`src/rtl/pc_unit_if.sv`:
```
// Bundles the control, target and status signals of the program-counter unit.
// Timing depends on the attached unit; for pc_unit, PC/EPC/RAS update on the commit edge.
// No handshake is used: the datapath asserts PCWrite when it wants a commit.
interface pc_unit_if #(
  parameter int WIDTH = 32
);
  // Controls and targets from the datapath
  logic             PCWrite;
  logic [2:0]       PCSrc;
  logic [15:0]      BrOffset;
  logic [25:0]      JTarget;
  logic [WIDTH-1:0] RegTarget;
  logic             RasPush;
  logic             Exc;

  // State and status reported back by the unit
  logic [WIDTH-1:0] PC;
  logic [WIDTH-1:0] PC_plus4;
  logic [WIDTH-1:0] EPC;
  logic             ras_empty;
  logic             ras_full;
  logic             addr_err;

  modport master (
    output PCWrite, PCSrc, BrOffset, JTarget, RegTarget, RasPush, Exc,
    input  PC, PC_plus4, EPC, ras_empty, ras_full, addr_err
  );

  modport slave (
    input  PCWrite, PCSrc, BrOffset, JTarget, RegTarget, RasPush, Exc,
    output PC, PC_plus4, EPC, ras_empty, ras_full, addr_err
  );
endinterface

```
`src/rtl/pc_unit.sv`:
```
// Program counter for the multi-cycle MIPS32 datapath, with EPC capture and a circular RAS.
// Latency: one cycle; PC, EPC and RAS change on the same edge that commits. PC_plus4 is combinational.
// No backpressure: a commit is requested with PCWrite and always taken unless Exc or a misaligned target traps.
module pc_unit #(
  parameter int               WIDTH        = 32,
  parameter logic [WIDTH-1:0] RESET_VECTOR = '0,
  parameter logic [WIDTH-1:0] EXC_VECTOR   = WIDTH'('h80),
  parameter int               RAS_DEPTH    = 4
) (
  input  logic      CLK,
  input  logic      Reset,
  pc_unit_if.slave  bus
);

  // Pointer indexes the next free RAS slot; the count needs one extra bit to reach RAS_DEPTH.
  localparam int PW = (RAS_DEPTH > 1) ? $clog2(RAS_DEPTH) : 1;
  localparam int CW = PW + 1;

  localparam logic [2:0] SRC_SEQ  = 3'd0;
  localparam logic [2:0] SRC_BR   = 3'd1;
  localparam logic [2:0] SRC_JMP  = 3'd2;
  localparam logic [2:0] SRC_REG  = 3'd3;
  localparam logic [2:0] SRC_POP  = 3'd4;
  localparam logic [2:0] SRC_ERET = 3'd5;

  logic [WIDTH-1:0] pc_q;
  logic [WIDTH-1:0] epc_q;
  logic             addr_err_q;
  logic [PW-1:0]    ptr_q;
  logic [CW-1:0]    cnt_q;
  logic [WIDTH-1:0] ras_mem [RAS_DEPTH];

  logic [WIDTH-1:0] plus4;
  logic [WIDTH-1:0] br_tgt;
  logic [WIDTH-1:0] jmp_tgt;
  logic [WIDTH-1:0] pop_tgt;
  logic [WIDTH-1:0] target;
  logic [PW-1:0]    top_idx;
  logic [PW-1:0]    wr_idx;
  logic             empty;
  logic             full;
  logic             commit;
  logic             misaligned;
  logic             take;
  logic             do_pop;
  logic             do_push;

  assign plus4   = pc_q + WIDTH'(4);
  assign top_idx = ptr_q - PW'(1);
  assign empty   = (cnt_q == '0);
  assign full    = (cnt_q == CW'(RAS_DEPTH));

  // Branch offset is a signed word count, so sign-extend then scale by four.
  assign br_tgt  = plus4 + {{(WIDTH-18){bus.BrOffset[15]}}, bus.BrOffset, 2'b00};

  // Popping an empty stack falls back to the reset vector rather than stale contents.
  assign pop_tgt = empty ? RESET_VECTOR : ras_mem[top_idx];

  // Jump keeps the upper bits of PC+4 (region above bit 27) and replaces the low 28 bits.
  always_comb begin
    jmp_tgt       = plus4;
    jmp_tgt[27:0] = {bus.JTarget, 2'b00};
  end

  // Next-PC source select; reserved encodings behave as sequential.
  always_comb begin
    target = plus4;
    case (bus.PCSrc)
      SRC_SEQ:  target = plus4;
      SRC_BR:   target = br_tgt;
      SRC_JMP:  target = jmp_tgt;
      SRC_REG:  target = bus.RegTarget;
      SRC_POP:  target = pop_tgt;
      SRC_ERET: target = epc_q;
      default:  target = plus4;
    endcase
  end

  // An exception request suppresses the commit entirely, including any RAS effect.
  assign commit     = bus.PCWrite & ~bus.Exc;
  assign misaligned = commit & (target[1:0] != 2'b00);
  assign take       = commit & ~misaligned;
  assign do_pop     = take & (bus.PCSrc == SRC_POP) & ~empty;
  assign do_push    = take & bus.RasPush;

  // Push-with-pop overwrites the current top in place; otherwise a push fills the free slot.
  assign wr_idx = (do_push && do_pop) ? top_idx : ptr_q;

  // PC, EPC and the address-error pulse; exceptions and misaligned traps both vector to EXC_VECTOR.
  always_ff @(posedge CLK) begin
    if (Reset) begin
      pc_q       <= RESET_VECTOR;
      epc_q      <= '0;
      addr_err_q <= 1'b0;
    end else begin
      addr_err_q <= 1'b0;
      if (bus.Exc) begin
        epc_q <= pc_q;
        pc_q  <= EXC_VECTOR;
      end else if (misaligned) begin
        epc_q      <= pc_q;
        pc_q       <= EXC_VECTOR;
        addr_err_q <= 1'b1;
      end else if (take) begin
        pc_q <= target;
      end
    end
  end

  // RAS pointer and occupancy; a full stack keeps wrapping and overwrites its oldest entry.
  always_ff @(posedge CLK) begin
    if (Reset) begin
      ptr_q <= '0;
      cnt_q <= '0;
    end else if (do_push && !do_pop) begin
      ptr_q <= ptr_q + PW'(1);
      if (!full) begin
        cnt_q <= cnt_q + CW'(1);
      end
    end else if (do_pop && !do_push) begin
      ptr_q <= top_idx;
      cnt_q <= cnt_q - CW'(1);
    end
  end

  // RAS storage carries no reset; occupancy alone decides which entries are meaningful.
  always_ff @(posedge CLK) begin
    if (!Reset && do_push) begin
      ras_mem[wr_idx] <= plus4;
    end
  end

  assign bus.PC        = pc_q;
  assign bus.PC_plus4  = plus4;
  assign bus.EPC       = epc_q;
  assign bus.ras_empty = empty;
  assign bus.ras_full  = full;
  assign bus.addr_err  = addr_err_q;

endmodule

```
`src/flat_wrapper.sv`:
```
// flat-port wrapper written by rule: the top's interface ports become plain ports
module pc_unit_flat 
#(
  parameter int               WIDTH        = 32,
  parameter logic [WIDTH-1:0] RESET_VECTOR = '0,
  parameter logic [WIDTH-1:0] EXC_VECTOR   = WIDTH'('h80),
  parameter int               RAS_DEPTH    = 4
)
  (CLK, Reset, bus_PCWrite, bus_PCSrc, bus_BrOffset, bus_JTarget, bus_RegTarget, bus_RasPush, bus_Exc, bus_PC, bus_PC_plus4, bus_EPC, bus_ras_empty, bus_ras_full, bus_addr_err);
  pc_unit_if #(.WIDTH(WIDTH)) bus_i ();
  input  logic CLK;
  input  logic Reset;
  input wire logic [$bits(bus_i.PCWrite)-1:0] bus_PCWrite;
  input wire logic [$bits(bus_i.PCSrc)-1:0] bus_PCSrc;
  input wire logic [$bits(bus_i.BrOffset)-1:0] bus_BrOffset;
  input wire logic [$bits(bus_i.JTarget)-1:0] bus_JTarget;
  input wire logic [$bits(bus_i.RegTarget)-1:0] bus_RegTarget;
  input wire logic [$bits(bus_i.RasPush)-1:0] bus_RasPush;
  input wire logic [$bits(bus_i.Exc)-1:0] bus_Exc;
  output wire logic [$bits(bus_i.PC)-1:0] bus_PC;
  output wire logic [$bits(bus_i.PC_plus4)-1:0] bus_PC_plus4;
  output wire logic [$bits(bus_i.EPC)-1:0] bus_EPC;
  output wire logic [$bits(bus_i.ras_empty)-1:0] bus_ras_empty;
  output wire logic [$bits(bus_i.ras_full)-1:0] bus_ras_full;
  output wire logic [$bits(bus_i.addr_err)-1:0] bus_addr_err;
  assign bus_i.PCWrite = bus_PCWrite;
  assign bus_i.PCSrc = bus_PCSrc;
  assign bus_i.BrOffset = bus_BrOffset;
  assign bus_i.JTarget = bus_JTarget;
  assign bus_i.RegTarget = bus_RegTarget;
  assign bus_i.RasPush = bus_RasPush;
  assign bus_i.Exc = bus_Exc;
  assign bus_PC = bus_i.PC;
  assign bus_PC_plus4 = bus_i.PC_plus4;
  assign bus_EPC = bus_i.EPC;
  assign bus_ras_empty = bus_i.ras_empty;
  assign bus_ras_full = bus_i.ras_full;
  assign bus_addr_err = bus_i.addr_err;
  pc_unit #(.WIDTH(WIDTH), .RESET_VECTOR(RESET_VECTOR), .EXC_VECTOR(EXC_VECTOR), .RAS_DEPTH(RAS_DEPTH)) u_core (.CLK(CLK), .Reset(Reset), .bus(bus_i));
endmodule
```
`config.mk`:
```
export PLATFORM = sky130hd
export DESIGN_NAME = pc_unit_flat
export DESIGN_NICKNAME = d
export VERILOG_FILES = /design/src/rtl/pc_unit_if.sv /design/src/rtl/pc_unit.sv /design/src/flat_wrapper.sv
export SDC_FILE = /design/constraint.sdc
export NUM_CORES = 1
export LEC_CHECK = 0
export ABC_CLOCK_PERIOD_IN_PS = 16379
export CORE_ASPECT_RATIO = 0.8
export CORE_MARGIN = 2
export CORE_UTILIZATION = 55
export DETAILED_ROUTE_END_ITERATION = 12
export PLACE_DENSITY = 0.82
export SYNTH_ARGS = -nofsm -noshare
export SYNTH_HDL_FRONTEND = slang
export SYNTH_SLANG_ARGS = --single-unit
```
`constraint.sdc`:
```
create_clock -name CLK -period 16.38 [get_ports CLK]
set_clock_uncertainty 0.15 [all_clocks]
set_input_delay 4.914 -clock CLK [delete_from_list [all_inputs] [get_ports CLK]]
set_output_delay 4.914 -clock CLK [all_outputs]
set_load 0.01 [all_outputs]
```
==> results of run 1 <==
==> cells by family after synthesis <==
| family | count (synthesis) | share of synthesized area, % |
|---|---|---|
| AOI/OAI and AO/OA | 261 | 16.9 |
| xor gates and xnor gates | 52 | 4.13 |
| adders and majority gates | 41 | 4.79 |
| buffers and inverters | 83 | 2.98 |
| DFF | 198 | 47.6 |
| muxes | 73 | 10.1 |
| and+or+nand+nor | 310 | 13.5 |
==> layout by cell type, fill, tap and decap left out, types with 14 or more instances in the layout <==
master and n:
xor2_1 22, xnor2_1 30, mux2i_1 40, nand2_1 73, mux4_2 30, a21oi_1 52
buf_4 17, clkbuf_16 17, edfxtp_1 128, nand3_1 31, o21ai_0 36, a21o_1 46
nor2_1 94, nand2b_1 25, clkdlybuf4s50_1 177, a222oi_1 24, ha_1 39, dfxtp_1 69
nor3_1 16, a211oi_1 14
==> worst max-delay path by stage <==
stage,from,end,slack [ns],depth (start not counted)
after floorplan,bus_PCSrc[1],u_core.ras_mem[3][0],6.87,8
after global placement,bus_PCSrc[2],u_core.ras_mem[0][21],7.06,14
after detailed placement,bus_PCSrc[2],u_core.ras_mem[0][21],6.86,14
after CTS,u_core.bus.PC[14],bus_PC_plus4[30],7.33,6
after global routing,u_core.bus.PC[14],bus_PC_plus4[30],6.99,6
final,u_core.bus.PC[14],bus_PC_plus4[30],7.02,6
==> through the flow <==
stage	power (mW)	cells	instance area, um2	setup slack (ns)	utilization [%]
finish	1.13	1439	13600	7.02	68.9
floorplan	0.646	1018	11000	6.87	-
CTS	1.13	1439	13600	7.33	68.9
global placement	0.709	1407	13000	7.06	65.9
global route	1.16	1439	13600	6.99	68.9
detailed placement	0.712	1407	13000	6.86	65.9
==> routing by layer <==
layer / wire, um / vias to the layer above
met4: 757 / 0
met3: 5280 / 66
li1: - / 4167
met5: 0 / -
met2: 14800 / 703
met1: 13900 / 4579
==> flip-flops by register name, indices dropped and copies added (netlist names) <==
| register | cells |
|---|---|
| u_core.ras_mem | 128 |
| u_core.ptr_q | 2 |
| u_core.cnt_q | 3 |
| u_core.bus.EPC | 32 |
| u_core.bus.addr_err | 1 |
| u_core.bus.PC | 32 |
==> area by class of cell <==
type | count | area, um2 | share of cell area (%)
tap | 264 | 330 | 2.43
clock inverter | 14 | 150 | 1.10
timing repair buffer | 197 | 1910 | 14.1
sequential | 198 | 5250 | 38.6
clock buffer | 18 | 439 | 3.23
multi-input combinational | 737 | 5480 | 40.3
inverter | 11 | 41.3 | 0.304
==> power groups by stage <==
stage | logic, mW | clock network, mW | registers (mW)
after floorplan | 0.0956 | 0 | 0.550
after global placement | 0.157 | 0 | 0.552
after detailed placement | 0.160 | 0 | 0.552
after CTS | 0.161 | 0.424 | 0.541
after global routing | 0.176 | 0.443 | 0.542
final | 0.165 | 0.423 | 0.541
==> worst register-to-register path, cell delays in order, from the launching register on <==
cell and delay, ns:
dfxtp_1 0.55, nand4_1 0.26, nor4_1 1.00, and3_1 0.44
nand3_1 0.17, xnor2_1 0.61, ha_1 0.44, a21o_1 0.22
a211oi_1 0.39, o211a_1 0.22, a221oi_1 0.09, xor2_1 0.40
a2bb2oi_1 0.22, o32ai_1 0.10
==> results.json, run 1 <==
{
  "drt-wirelength-per-cell_um": 24.2,
  "ordered_list_of_cells_on_the_worst_path": "nand4_1 > nor4_1 > and3_1 > and3_1 > xor2_1 > clkdlybuf4s50_1",
  "synth-edff-count": 128,
  "combinationalPowerShare_pct": 14.6,
  "detail-route-antenna-nets": 0,
  "most_used_routing_layer": "met1",
  "drt_first_iter_violations": 1611,
  "grtUsageMet1_pct": 48.4,
  "final_nets": 1285,
  "timing.hold.worst.start": "u_core.bus.EPC[23]",
  "worst_slack_on_hold_paths_ns": 0.386,
  "global_route_wire_length_before_repair_mm": 52.6,
  "ctsResizeCount": 0,
  "timing.setup.critical_path_class": "reg2out",
  "worst_ir_drop_vdd_mv": 0.0852,
  "floorplan.die.width_um": 162,
  "timing.max_slew.rel_slack_pct": 25.2,
  "post_drt_via_cell_ratio": 6.61,
  "grt_setup_unrepaired": "false",
  "dominantRegCellSynth": "edfxtp_1",
  "cts-buffers-inserted": 17,
  "tritoncts": "done",
  "ctsHtreeMaxLevel": 4,
  "hold_depth": 2,
  "finalSetupViolations": 0,
  "core_ar_mm2": 0.0197,
  "worst_ep_arrival_time_ns": 4.30,
  "yosys.cell_count.top_type": "edfxtp_1",
  "clk_pin_slew_ns": 0.07,
  "slowest_delay_ns": 1.00,
  "vias": 9515,
  "worst_setup_path_end_kind": "primary output",
  "area_delta_synth_final_pct": 23.5,
  "synth_seq_cells": 198,
  "worstRegToRegCells": 13,
  "ctsLongestPathBuffers": 2,
  "dp.final_hpwl_mm": 23.8,
  "cp_buf_inv_count": 1,
  "postSynth.asyncResetShare_pct": 0,
  "grt_start_max_net_pins": 69,
  "run_status": "complete, no violations",
  "r2r-start": "u_core.bus.PC[14]",
  "slew_viol_final": 0,
  "synth_cell_type_count": 67,
  "hold_path_class": "reg2reg",
  "met3_usage_pct": 10.5,
  "setup_total_negative_slack_ns": 0,
  "post_cts_setup_buffers": 0,
  "relative_contribution_of_sequential_cells_to_total_power_pct": 47.9,
  "global_route.overflow_total": 0,
  "synthesis.area_mm2": 0.0110,
  "first_global_vias": 8774,
  "worst_setup_path_start_kind": "flop",
  "synth_area_leaders": "edfxtp_1 (35%), dfxtp_1 (13%), mux4_2 (6.1%)",
  "register_area_share_after_synthesis_pct": 47.6,
  "cts_hold_buf": 0,
  "antenna-diode-count": 0,
  "placement.io_buffers": 180,
  "clockRootBuffer": "clkbuf_16",
  "timing.critical_path.max_delay_family": "simple AND/OR/NAND/NOR gates",
  "synth_top_cell_area_share_pct": 34.9,
  "area_enclosed_by_the_die_boundary_mm2": 0.0212,
  "drcViolationCount": 0,
  "period_minus_slack_ns": 9.36,
  "ys_top_cells_by_count": "edfxtp_1 (128), nor2_1 (97), nand2_1 (73)",
  "drt-pass1-iter-count": 7,
  "timing.max_cap.violations": 0,
  "total_leakage_power_nw": 5.14,
  "timing.critical_path.required_ns": 11.32,
  "maxClockFrequency_mhz": 107,
  "netSwitchingFraction_pct": 26.7,
  "grt.met2_usage_pct": 48.0,
  "clkLatencyLatePin_ns": 0.45,
  "cellPowerDensity_mw_per_mm2": 83.0,
  "globalplace.congestion": 0.957,
  "cell_with_the_largest_stage_delay_on_the_worst_path": "nor4_1",
  "register_to_register_setup_slack_ns": 10.95,
  "crit_path_frequent_cell": "and3_1",
  "nFillCells": 1385,
  "share_clk_of_total_power_pct": 37.5,
  "fp.dieH_um": 131,
  "timing_worst_slew_pin_value_ns": 1.11,
  "yosys_warnings": 0,
  "timing_hold_violations_final": 0,
  "post-route-period-util_pct": 57.1,
  "timing.hold.worst_endpoint": "u_core.bus.EPC[23]",
  "power_switching_mw": 0.301,
  "globalRouteTotalUtil_pct": 33.3,
  "antenna_found_initial": 0,
  "mappedNetlistNets": 1141,
  "cts.sink_count": 198,
  "number_of_placement_rows": 46,
  "post_route_cells_drive_above_1_share_pct": 8.34,
  "crit_path_max_fanout": 7,
  "internal_power_mw": 0.828,
  "effective_utilization_at_floorplan_pct": 55.8,
  "route.final.wire_length_mm": 34.8,
  "critical_path.reg2reg.endpoint": "u_core.bus.PC[31]",
  "boundaryPins": 181,
  "synth_area_per_cell_um2": 10.8,
  "syn-instance-count": 1018,
  "synth_largest_area_cell": "edfxtp_1"
}
Power figures use the tool's default switching activity.
==> run 2, diff against run 1 <==
--- a/config.mk
+++ b/config.mk
@@ -5,12 +5,12 @@
 export SDC_FILE = /design/constraint.sdc
 export NUM_CORES = 1
 export LEC_CHECK = 0
-export ABC_CLOCK_PERIOD_IN_PS = 16379
+export ABC_CLOCK_PERIOD_IN_PS = 7800
 export CORE_ASPECT_RATIO = 0.8
 export CORE_MARGIN = 2
-export CORE_UTILIZATION = 55
+export CORE_UTILIZATION = 49
 export DETAILED_ROUTE_END_ITERATION = 12
-export PLACE_DENSITY = 0.82
+export PLACE_DENSITY = 0.77
 export SYNTH_ARGS = -nofsm -noshare
 export SYNTH_HDL_FRONTEND = slang
 export SYNTH_SLANG_ARGS = --single-unit
==> constraint.sdc (replaced) <==
create_clock -name CLK -period 7.8 [get_ports CLK]
set_clock_uncertainty 0.15 [all_clocks]
set_input_delay 2.34 -clock CLK [delete_from_list [all_inputs] [get_ports CLK]]
set_output_delay 2.34 -clock CLK [all_outputs]
set_load 0.01 [all_outputs]
==> results.json, run 2 (synthesis gave the netlist of run 1 again) <==
{
  "post_cts_setup_buffers": 0,
  "cellPowerDensity_mw_per_mm2": 170,
  "worstRegToRegCells": 15,
  "ctsHtreeMaxLevel": 4,
  "crit_path_max_fanout": 8,
  "total_leakage_power_nw": 5.09,
  "maxClockFrequency_mhz": 148,
  "drt-pass1-iter-count": 6,
  "dp.final_hpwl_mm": 24.7,
  "cts-buffers-inserted": 17,
  "clk_pin_slew_ns": 0.08,
  "grt_start_max_net_pins": 48,
  "first_global_vias": 8679,
  "r2r-start": "u_core.bus.PC[2]",
  "worst_setup_path_start_kind": "flop",
  "run_status": "complete, no violations",
  "route.final.wire_length_mm": 35.1,
  "post_drt_via_cell_ratio": 6.35,
  "tritoncts": "done",
  "timing.hold.worst.start": "u_core.bus.EPC[19]",
  "setup_total_negative_slack_ns": 0,
  "slew_viol_final": 0,
  "antenna_found_initial": 0,
  "clockRootBuffer": "clkbuf_16",
  "detail-route-antenna-nets": 0,
  "timing.max_cap.violations": 0,
  "hold_depth": 2,
  "floorplan.die.width_um": 172,
  "worst_ep_arrival_time_ns": 4.25,
  "number_of_placement_rows": 49,
  "boundaryPins": 181,
  "ctsLongestPathBuffers": 2,
  "area_delta_synth_final_pct": 23.6,
  "preCtsSetupSlack_ns": 1.62,
  "drt_first_iter_violations": 1566,
  "grt_setup_unrepaired": "false",
  "global_route.overflow_total": 0,
  "finalPower_mw": 2.31,
  "seqCellArea_mm2": 0.00525,
  "timing.setup.critical_path_class": "reg2out",
  "antenna-diode-count": 0,
  "worst_ir_drop_vdd_mv": 0.165,
  "clkLatencyLatePin_ns": 0.45,
  "post_route_cells_drive_above_1_share_pct": 8.26,
  "register_to_register_setup_slack_ns": 2.09,
  "placed_area_mm2": 0.0131,
  "stdcell_area_mm2": 0.0136,
  "global_route_wire_length_before_repair_mm": 52.7,
  "placement.io_buffers": 180,
  "fp.dieH_um": 138,
  "timing_hold_violations_final": 0,
  "timing.max_slew.rel_slack_pct": 22.4,
  "globalplace.congestion": 0.932,
  "period_minus_slack_ns": 6.74,
  "area_enclosed_by_the_die_boundary_mm2": 0.0237,
  "hold_path_class": "reg2reg",
  "worst_setup_path_end_kind": "primary output",
  "nFillCells": 1721,
  "final_common_cell": "clkdlybuf4s50_1",
  "ctsResizeCount": 0,
  "timing_worst_slew_pin_value_ns": 1.16,
  "finalSetupViolations": 0,
  "drcViolationCount": 0,
  "globalRouteTotalUtil_pct": 29.7,
  "largest_reg_flops": 128,
  "most-common-layout-cells": "clkdlybuf4s50_1 (176), edfxtp_1 (128), nor2_1 (94)",
  "cts.sink_count": 198,
  "effective_utilization_at_floorplan_pct": 49.5,
  "max_flop_register": "u_core.ras_mem",
  "timing.hold.worst_endpoint": "u_core.bus.EPC[19]",
  "vias": 9395,
  "footprint_of_the_multi_input_gates_mm2": 0.00548,
  "postLayoutSetupSlackWorst_ns": 1.06,
  "core_ar_mm2": 0.0223,
  "timing.critical_path.required_ns": 5.31,
  "cts_hold_buf": 0,
  "post-route-period-util_pct": 86.4,
  "critical_path.reg2reg.endpoint": "u_core.bus.PC[31]",
  "drt-wirelength-per-cell_um": 23.7,
  "final_nets": 1284
}
==> run 2: cell count changes in the layout (fill, tap and decap cells not counted), sizes merged <==
cell and change:
clkinv +1, clkinvlp +5, buf -1, clkdlybuf4s50 -1, bufinv -1, clkbuf +1, inv -5
==> run 2: worst max-delay path: stages (launching register included) <==
cell             delay [ns]
dfxtp_1                0.51
ha_1                   0.29
and3_1                 0.29
nand4_1                0.26
nor4_1                 1.01
nand3_1                0.33
xnor2_1                0.47
clkdlybuf4s50_1        0.63
==> run 2: cell type report <==
class	instances	area share, %
Clock buffer	18	3.15
Inverter	11	0.303
Multi-Input combinational cell	737	40.2
Tap cell	306	2.81
Timing Repair Buffer	196	14.1
Sequential cell	198	38.5
Clock inverter	14	0.845
==> run 2: worst max-delay path by stage <==
| stage | from | to | slack, ns | cells after the start |
|---|---|---|---|---|
| 5_1_grt | u_core.bus.PC[2] | bus_PC_plus4[24] | 0.79 | 7 |
| 3_3_place_gp | u_core.bus.PC[7] | bus_PC_plus4[24] | 1.68 | 7 |
| 6_report | u_core.bus.PC[2] | bus_PC_plus4[24] | 1.06 | 7 |
| 2_1_floorplan | bus_PCSrc[1] | u_core.ras_mem[3][0] | 0.86 | 8 |
| 3_5_place_dp | u_core.bus.PC[2] | bus_PC_plus4[24] | 1.62 | 7 |
| 4_1_cts | u_core.bus.PC[2] | bus_PC_plus4[24] | 1.11 | 7 |
==> run 2: metal layers <==
| metal | GRT usage, % | share of wire (%) | routed length [um] | vias to the layer above |
|---|---|---|---|---|
| met5 | 0 | 0 | 0 | - |
| met2 | 42.7 | 44 | 15400 | 664 |
| met4 | 6.74 | 1.9 | 665 | 0 |
| met1 | 44.8 | 41 | 14400 | 4501 |
| met3 | 8.04 | 13 | 4620 | 50 |
| li1 | - | - | - | 4180 |
==> run 2: through the flow <==
stage | cells | hold WS [ns] | utilization [%]
4_1_cts | 1480 | 0.393 | 61.2
3_5_place_dp | 1448 | 0.372 | 58.8
6_report | 1480 | 0.393 | 61.2
2_1_floorplan | 1018 | 0.349 | -
5_1_grt | 1480 | 0.419 | 61.2
3_3_place_gp | 1448 | 0.361 | 58.8
==> run 2: power breakdown <==
group | internal (mW) | leakage, nW | switching (mW) | total, mW
sequential | 1.12 | 1.77 | 0.0148 | 1.14
combinational | 0.154 | 3.07 | 0.191 | 0.344
clock | 0.415 | 0.252 | 0.415 | 0.830
total | 1.69 | 5.09 | 0.621 | 2.31
